$ cat config.mk
export PLATFORM = sky130hd
export DESIGN_NAME = hazard_stall_ctrl_flat
export DESIGN_NICKNAME = d
export VERILOG_FILES = /design/src/rtl/hazard_stall_ctrl_pkg.sv /design/src/rtl/hazard_stall_ctrl_if.sv /design/src/rtl/hazard_stall_ctrl_busy_timer.sv /design/src/rtl/hazard_stall_ctrl.sv /design/src/flat_wrapper.sv
export SDC_FILE = /design/constraint.sdc
export NUM_CORES = 1
export LEC_CHECK = 0
export CAP_MARGIN = 10
export CORE_MARGIN = 2
export CORE_UTILIZATION = 45
export CTS_BUF_LIST = sky130_fd_sc_hd__clkbuf_2
export DETAILED_ROUTE_END_ITERATION = 10
export PLACE_DENSITY = 0.76
export SYNTH_ARGS = -nofsm -noshare
export SYNTH_HDL_FRONTEND = slang
export SYNTH_SLANG_ARGS = --single-unit
export TNS_END_PERCENT = 10
$ cat constraint.sdc
create_clock -name Clk -period 3.15 [get_ports Clk]
set_input_delay 0.7875 -clock Clk [delete_from_list [all_inputs] [get_ports Clk]]
set_output_delay 0.7875 -clock Clk [all_outputs]
set_load 0.05 [all_outputs]
$ cat src/rtl/hazard_stall_ctrl_pkg.sv
// Shared core constants and control bundle for the hazard/stall controller.
// Holds the zero-register id, default latencies and the pipeline control struct.
package cpu_pkg;

    localparam logic [4:0] REG_ZERO = 5'd0;

    localparam int DIV_LAT_DEF = 32;
    localparam int SAD_LAT_DEF = 4;

    typedef struct packed {
        logic PCWrite;
        logic IfIdWrite;
        logic IfIdFlush;
        logic IdExFlush;
    } ctrl_t;

    // Width able to hold 0..n, never narrower than one bit.
    function automatic int cnt_width(input int n);
        int w;
        w = $clog2(n + 1);
        return (w < 1) ? 1 : w;
    endfunction

endpackage

$ cat src/rtl/hazard_stall_ctrl_if.sv
// ID/EX hazard inputs and pipeline control outputs of the stall controller.
// master is the pipeline side, slave is the controller.
interface hazard_stall_ctrl_if #(
    parameter int CNT_W = 16
);
    logic [4:0]       IdRs;
    logic [4:0]       IdRt;
    logic             IdUseRs;
    logic             IdUseRt;
    logic             IdHiLoUse;
    logic             IdSad;
    logic             ExMemRead;
    logic             ExRegWrite;
    logic [4:0]       ExDst;
    logic             ExBranchTaken;
    logic             ExMultiStart;

    logic             PCWrite;
    logic             IfIdWrite;
    logic             IfIdFlush;
    logic             IdExFlush;
    logic             Busy;
    logic [CNT_W-1:0] StallCount;
    logic [CNT_W-1:0] FlushCount;

    modport master (
        output IdRs, IdRt, IdUseRs, IdUseRt,
        output IdHiLoUse, IdSad,
        output ExMemRead, ExRegWrite, ExDst,
        output ExBranchTaken, ExMultiStart,
        input  PCWrite, IfIdWrite,
        input  IfIdFlush, IdExFlush,
        input  Busy, StallCount, FlushCount
    );

    modport slave (
        input  IdRs, IdRt, IdUseRs, IdUseRt,
        input  IdHiLoUse, IdSad,
        input  ExMemRead, ExRegWrite, ExDst,
        input  ExBranchTaken, ExMultiStart,
        output PCWrite, IfIdWrite,
        output IfIdFlush, IdExFlush,
        output Busy, StallCount, FlushCount
    );

endinterface

$ cat src/rtl/hazard_stall_ctrl_busy_timer.sv
// Occupancy down-counter: loads LAT, counts down to zero, flags nonzero.
// A load while already counting restarts from LAT.
module busy_timer
    import cpu_pkg::*;
#(
    parameter int LAT = 1,
    localparam int W = cnt_width(LAT)
) (
    input  logic Clk,
    input  logic Reset,
    input  logic load,
    output logic busy
);

    logic [W-1:0] cnt = '0;

    always_ff @(posedge Clk) begin
        if (Reset) begin
            cnt <= '0;
        end else if (load) begin
            cnt <= W'(LAT);
        end else if (cnt != '0) begin
            cnt <= cnt - W'(1);
        end
    end

    assign busy = (cnt != '0);

endmodule

$ cat src/rtl/hazard_stall_ctrl.sv
// Load-use, branch-squash, Hi/Lo and SAD-spacing stall controller.
// Control outputs are combinational from inputs and busy-counter state.
module hazard_stall_ctrl
    import cpu_pkg::*;
#(
    parameter int DIV_LAT = DIV_LAT_DEF,
    parameter int SAD_LAT = SAD_LAT_DEF,
    parameter int CNT_W   = 16
) (
    input logic          Clk,
    input logic          Reset,
    hazard_stall_ctrl_if.slave hz
);

    logic load_use;
    logic rs_hit;
    logic rt_hit;
    logic div_haz;
    logic sad_haz;
    logic stall;
    logic sad_issue;
    logic div_busy;
    logic sad_busy;
    ctrl_t ctrl;

    logic [CNT_W-1:0] stall_cnt = '0;
    logic [CNT_W-1:0] flush_cnt = '0;

    assign rs_hit = hz.IdUseRs & (hz.IdRs == hz.ExDst);
    assign rt_hit = hz.IdUseRt & (hz.IdRt == hz.ExDst);

    assign load_use = hz.ExMemRead & hz.ExRegWrite
                    & (hz.ExDst != REG_ZERO)
                    & (rs_hit | rt_hit);

    assign div_haz = hz.IdHiLoUse
                   & (div_busy | hz.ExMultiStart);
    assign sad_haz = hz.IdSad & sad_busy;

    assign stall = (load_use | div_haz | sad_haz)
                 & ~hz.ExBranchTaken;

    assign sad_issue = hz.IdSad & ~stall
                     & ~hz.ExBranchTaken;

    busy_timer #(
        .LAT (DIV_LAT)
    ) u_div_timer (
        .Clk   (Clk),
        .Reset (Reset),
        .load  (hz.ExMultiStart),
        .busy  (div_busy)
    );

    // SAD occupancy excludes the issue cycle itself.
    busy_timer #(
        .LAT (SAD_LAT - 1)
    ) u_sad_timer (
        .Clk   (Clk),
        .Reset (Reset),
        .load  (sad_issue),
        .busy  (sad_busy)
    );

    always_comb begin
        ctrl = '0;
        if (Reset) begin
            ctrl = '0;
        end else if (hz.ExBranchTaken) begin
            ctrl = '{1'b1, 1'b1, 1'b1, 1'b1};
        end else if (stall) begin
            ctrl = '{1'b0, 1'b0, 1'b0, 1'b1};
        end else begin
            ctrl = '{1'b1, 1'b1, 1'b0, 1'b0};
        end
    end

    always_ff @(posedge Clk) begin
        if (Reset) begin
            stall_cnt <= '0;
            flush_cnt <= '0;
        end else begin
            if (stall && stall_cnt != '1)
                stall_cnt <= stall_cnt + CNT_W'(1);
            if (hz.ExBranchTaken && flush_cnt != '1)
                flush_cnt <= flush_cnt + CNT_W'(1);
        end
    end

    assign hz.PCWrite    = ctrl.PCWrite;
    assign hz.IfIdWrite  = ctrl.IfIdWrite;
    assign hz.IfIdFlush  = ctrl.IfIdFlush;
    assign hz.IdExFlush  = ctrl.IdExFlush;
    assign hz.Busy       = ~Reset & (div_busy | sad_busy);
    assign hz.StallCount = stall_cnt;
    assign hz.FlushCount = flush_cnt;

endmodule

$ cat src/flat_wrapper.sv
// flat-port wrapper written by rule: the top's interface ports become plain ports
module hazard_stall_ctrl_flat import cpu_pkg::*;
#(
    parameter int DIV_LAT = DIV_LAT_DEF,
    parameter int SAD_LAT = SAD_LAT_DEF,
    parameter int CNT_W   = 16
)
  (Clk, Reset, hz_IdRs, hz_IdRt, hz_IdUseRs, hz_IdUseRt, hz_IdHiLoUse, hz_IdSad, hz_ExMemRead, hz_ExRegWrite, hz_ExDst, hz_ExBranchTaken, hz_ExMultiStart, hz_PCWrite, hz_IfIdWrite, hz_IfIdFlush, hz_IdExFlush, hz_Busy, hz_StallCount, hz_FlushCount);
  hazard_stall_ctrl_if #(.CNT_W(CNT_W)) hz_i ();
  input logic Clk;
  input logic Reset;
  input wire logic [$bits(hz_i.IdRs)-1:0] hz_IdRs;
  input wire logic [$bits(hz_i.IdRt)-1:0] hz_IdRt;
  input wire logic [$bits(hz_i.IdUseRs)-1:0] hz_IdUseRs;
  input wire logic [$bits(hz_i.IdUseRt)-1:0] hz_IdUseRt;
  input wire logic [$bits(hz_i.IdHiLoUse)-1:0] hz_IdHiLoUse;
  input wire logic [$bits(hz_i.IdSad)-1:0] hz_IdSad;
  input wire logic [$bits(hz_i.ExMemRead)-1:0] hz_ExMemRead;
  input wire logic [$bits(hz_i.ExRegWrite)-1:0] hz_ExRegWrite;
  input wire logic [$bits(hz_i.ExDst)-1:0] hz_ExDst;
  input wire logic [$bits(hz_i.ExBranchTaken)-1:0] hz_ExBranchTaken;
  input wire logic [$bits(hz_i.ExMultiStart)-1:0] hz_ExMultiStart;
  output wire logic [$bits(hz_i.PCWrite)-1:0] hz_PCWrite;
  output wire logic [$bits(hz_i.IfIdWrite)-1:0] hz_IfIdWrite;
  output wire logic [$bits(hz_i.IfIdFlush)-1:0] hz_IfIdFlush;
  output wire logic [$bits(hz_i.IdExFlush)-1:0] hz_IdExFlush;
  output wire logic [$bits(hz_i.Busy)-1:0] hz_Busy;
  output wire logic [$bits(hz_i.StallCount)-1:0] hz_StallCount;
  output wire logic [$bits(hz_i.FlushCount)-1:0] hz_FlushCount;
  assign hz_i.IdRs = hz_IdRs;
  assign hz_i.IdRt = hz_IdRt;
  assign hz_i.IdUseRs = hz_IdUseRs;
  assign hz_i.IdUseRt = hz_IdUseRt;
  assign hz_i.IdHiLoUse = hz_IdHiLoUse;
  assign hz_i.IdSad = hz_IdSad;
  assign hz_i.ExMemRead = hz_ExMemRead;
  assign hz_i.ExRegWrite = hz_ExRegWrite;
  assign hz_i.ExDst = hz_ExDst;
  assign hz_i.ExBranchTaken = hz_ExBranchTaken;
  assign hz_i.ExMultiStart = hz_ExMultiStart;
  assign hz_PCWrite = hz_i.PCWrite;
  assign hz_IfIdWrite = hz_i.IfIdWrite;
  assign hz_IfIdFlush = hz_i.IfIdFlush;
  assign hz_IdExFlush = hz_i.IdExFlush;
  assign hz_Busy = hz_i.Busy;
  assign hz_StallCount = hz_i.StallCount;
  assign hz_FlushCount = hz_i.FlushCount;
  hazard_stall_ctrl #(.DIV_LAT(DIV_LAT), .SAD_LAT(SAD_LAT), .CNT_W(CNT_W)) u_core (.Clk(Clk), .Reset(Reset), .hz(hz_i));
endmodule
==> summary.txt <==
Global routing
  • Initial antenna violation count: 0
  • Vias in the first global route: 1991
  • Largest net degree at the start of global routing: 32
  • Grt ovf: 0
  • Total GRT Usage: 21.1%
  • First-pass GRT wire length: 9.07 mm

Critical path
  • Critical path's largest stage delay: 0.45 ns
  • Reg-to-Reg Start: u_core.u_div_timer.cnt[0]$_SDFFE_PP0P_
  • CP Launch Type: flop
  • Worst Setup SP: u_core.u_div_timer.cnt[0]$_SDFFE_PP0P_
  • Critical Path End Type: output pin
  • Data arrival, critical path: 2.50 ns
  • Crit-path cells: inv_2, ha_4, or4b_4, o31a_1, a21oi_2, a2bb2oi_2, nor2b_4, buf_12
  • Critical Path RT: 2.36 ns
  • Crit Path Max Fanout: 3
  • WS Path Type: flop to output pin
  • Slowest stage cell, crit path: or4b_4
  • R2R depth: 11

Power
  • Leak Pwr: 1.18 nW
  • Power density cells: 479 nW/µm²
  • Final total power: 1.52 mW
  • Worst IR Drop VDD: 245 µV

Clocking
  • Clock transition at the registers of the reported paths: 0.21 ns
  • Cts bufs inserted: 5
  • Max clock buf depth: 2
  • H-tree lvl count: 2
  • TritonCTS clock tree: yes
  • Latest clock arrival within the worst-skew pair: 0.42 ns
  • Clk root buf: clkbuf_2
  • Clk sinks: 40

Cells and area
  • Most common cell after layout, fill and taps aside: clkdlybuf4s50_1
  • Most frequent cells in the layout: 52 x clkdlybuf4s50_1, 39 x nor2_1, 38 x dfxtp_1
  • Final cell count without fillers: 414
  • # diodes: 0
  • Area grow syn2layout: 41.6%
  • Final nets: 377
  • Share of cells above drive strength 1: 16.1%

Outcome
  • Outcome: finished, violations left
  • Failing checks: setup timing

Die
  • Die H: 74.5 µm
  • Initial Util: 47.0%
  • I/O Pins: 62
  • Die X: 74.5 µm
  • Die ar.: 5540 µm²
  • Core area: 4750 µm²
  • Num rows: 25

Routing
  • WL final: 5.37 mm
  • Detailed Routing Iterations Pass 1: 4
  • Detailed Route Iter0 Violations: 159
  • Routed Antenna Nets: 0
  • Via count: 2161
  • Wire length per cell: 13.0 µm
  • Via density per instance: 5.22
  • Drc violations: 0

Hold path
  • Worst Hold Class: flop to flop
  • Worst hold path stage count: 2
  • Min-delay src: u_core.hz.StallCount[12]$_SDFFE_PP0P_

Synth
  • Register area share after synthesis: 35.9%
  • Synth warn: 0
  • Avg Synthesized Cell Area: 8.30 µm²
  • Post-synth net total: 299
  • Synth cell types: 41
  • Ys async rst share: 0%
  • Synth Cell Area: 2230 µm²
  • Leading register cell type out of synthesis: dfxtp_1
  • Syn Inst Count: 269
  • #FFs+latches synth: 40
  • Number of synthesized flops with an enable pin: 0

Timing
  • Setup Skew: 0.0160 ns
  • Tcrit/Tclk final: 104%
  • RSZ-0062 raised after global routing: true
  • Setup Viol. Count Final: 3
  • Final hold violation count: 0
  • Worst Max-Slew Pin Slew: 0.500 ns
  • Setup WS post-layout: -0.137 ns
  • Min Clock Period, post-route: 3.29 ns
  • Final max-slew violation count: 0
  • Fmax: 304 MHz
  • Hold slack: 0.555 ns
  • Rel. slew slack: 66.6%

Placed design
  • Dpl cells: 398
  • # port buffers: 61
  • GP Congestion: 0.888
  • Detailed Place HPWL: 3.83 mm

Flow run
  • Max Cap Viol: 0
-- per-stage QoR --
stage	setup WS (ns)	setup TNS, ns	instance area (µm²)	util (%)
6_report	-0.137	-0.368	3160	66.5
4_1_cts	-0.140	-0.400	3130	65.7
3_3_place_gp	-0.247	-0.651	2990	62.9
3_5_place_dp	-0.224	-0.586	2990	62.9
5_1_grt	-0.251	-0.726	3160	66.5
2_1_floorplan	-0.123	-0.123	2250	-
-- path summary, 6_finish.rpt --
| kind | end | slack (ns) |
|---|---|---|
| setup reg to reg | u_core.hz.StallCount[0]$_SDFFE_PP0P_ | 0.56 |
| hold reg to reg | u_core.hz.StallCount[12]$_SDFFE_PP0P_ | 0.56 |
| setup / recovery | hz_PCWrite | -0.14 |
| hold / removal | u_core.hz.StallCount[12]$_SDFFE_PP0P_ | 0.56 |
-- kinds of logic after synthesis --
| group | Yosys count | synth area share (%) |
|---|---|---|
| simple gates | 126 | 28.8 |
| flops | 40 | 35.9 |
| compound gates | 32 | 9.97 |
| xor+xnor | 31 | 12.2 |
| buf+inv | 24 | 4.82 |
| mux | 11 | 5.60 |
| fa+ha+maj | 5 | 2.80 |
-- metal layers --
| metal | GRT usage [%] | wire length, µm |
|---|---|---|
| met1 | 27.9 | 2410 |
| met2 | 32.9 | 2580 |
| met3 | 5.69 | 302 |
| met4 | 8.13 | 81 |
| met5 | 0 | 0 |
-- sequential cells by signal, summed over array words and instances (netlist names) --
signal,cells
u_core.hz.StallCount,16
u_core.hz.FlushCount,16
u_core.u_sad_timer.cnt,2
u_core.u_div_timer.cnt,6
-- what timing repair did --
action / in CTS / in global routing
setup endpoints to repair: 3 / 3
pin swaps: 5 / 3
hold buffers: 0 / 0
resized for setup: 12 / 0
setup buffers: 4 / 5
hold endpoints to repair: 0 / 0
-- worst max-delay path: cells and delay by family (launching register included) --
family	cells	cell delay (ns)
AND/OR/NAND/NOR	2	0.68
AO/OA/AOI/OAI	3	0.66
flip-flops	1	0.38
buffers and inverters	2	0.24
adder cells (fa/ha/maj)	1	0.12
-- Yosys cell counts (3+ instances only) --
library cell	count	area (µm²)
a211oi_1	3	22.5
a21oi_1	13	65.1
and2_1	3	18.8
and3_1	6	37.5
clkbuf_1	5	18.8
dfxtp_1	40	801
ha_1	5	62.6
inv_1	13	48.8
mux2_2	8	90.1
nand2_1	13	48.8
nand2b_1	3	18.8
nand3_1	18	90.1
nand4_1	11	68.8
nor2_1	39	146
nor2b_1	9	56.3
nor3_1	8	40.0
nor4_1	6	37.5
o31ai_1	5	37.5
or4_1	4	30.0
xnor2_1	17	149
xor2_1	14	123
-- power by group --
group | total [mW] | internal (mW) | switching, mW
Sequential | 0.586 | 0.550 | 0.0359
Clock | 0.385 | 0.210 | 0.176
Combinational | 0.544 | 0.269 | 0.275
Total | 1.52 | 1.03 | 0.487
-- cell type report --
class	count	area [µm²]
clock buffer	5	25.0
clock inverter	2	60.1
fill	422	1590
inverter	13	48.8
multi-input combinational	205	1360
sequential	40	803
tap	67	83.8
timing repair buffer	82	785
Power figures use the tool's default switching activity.
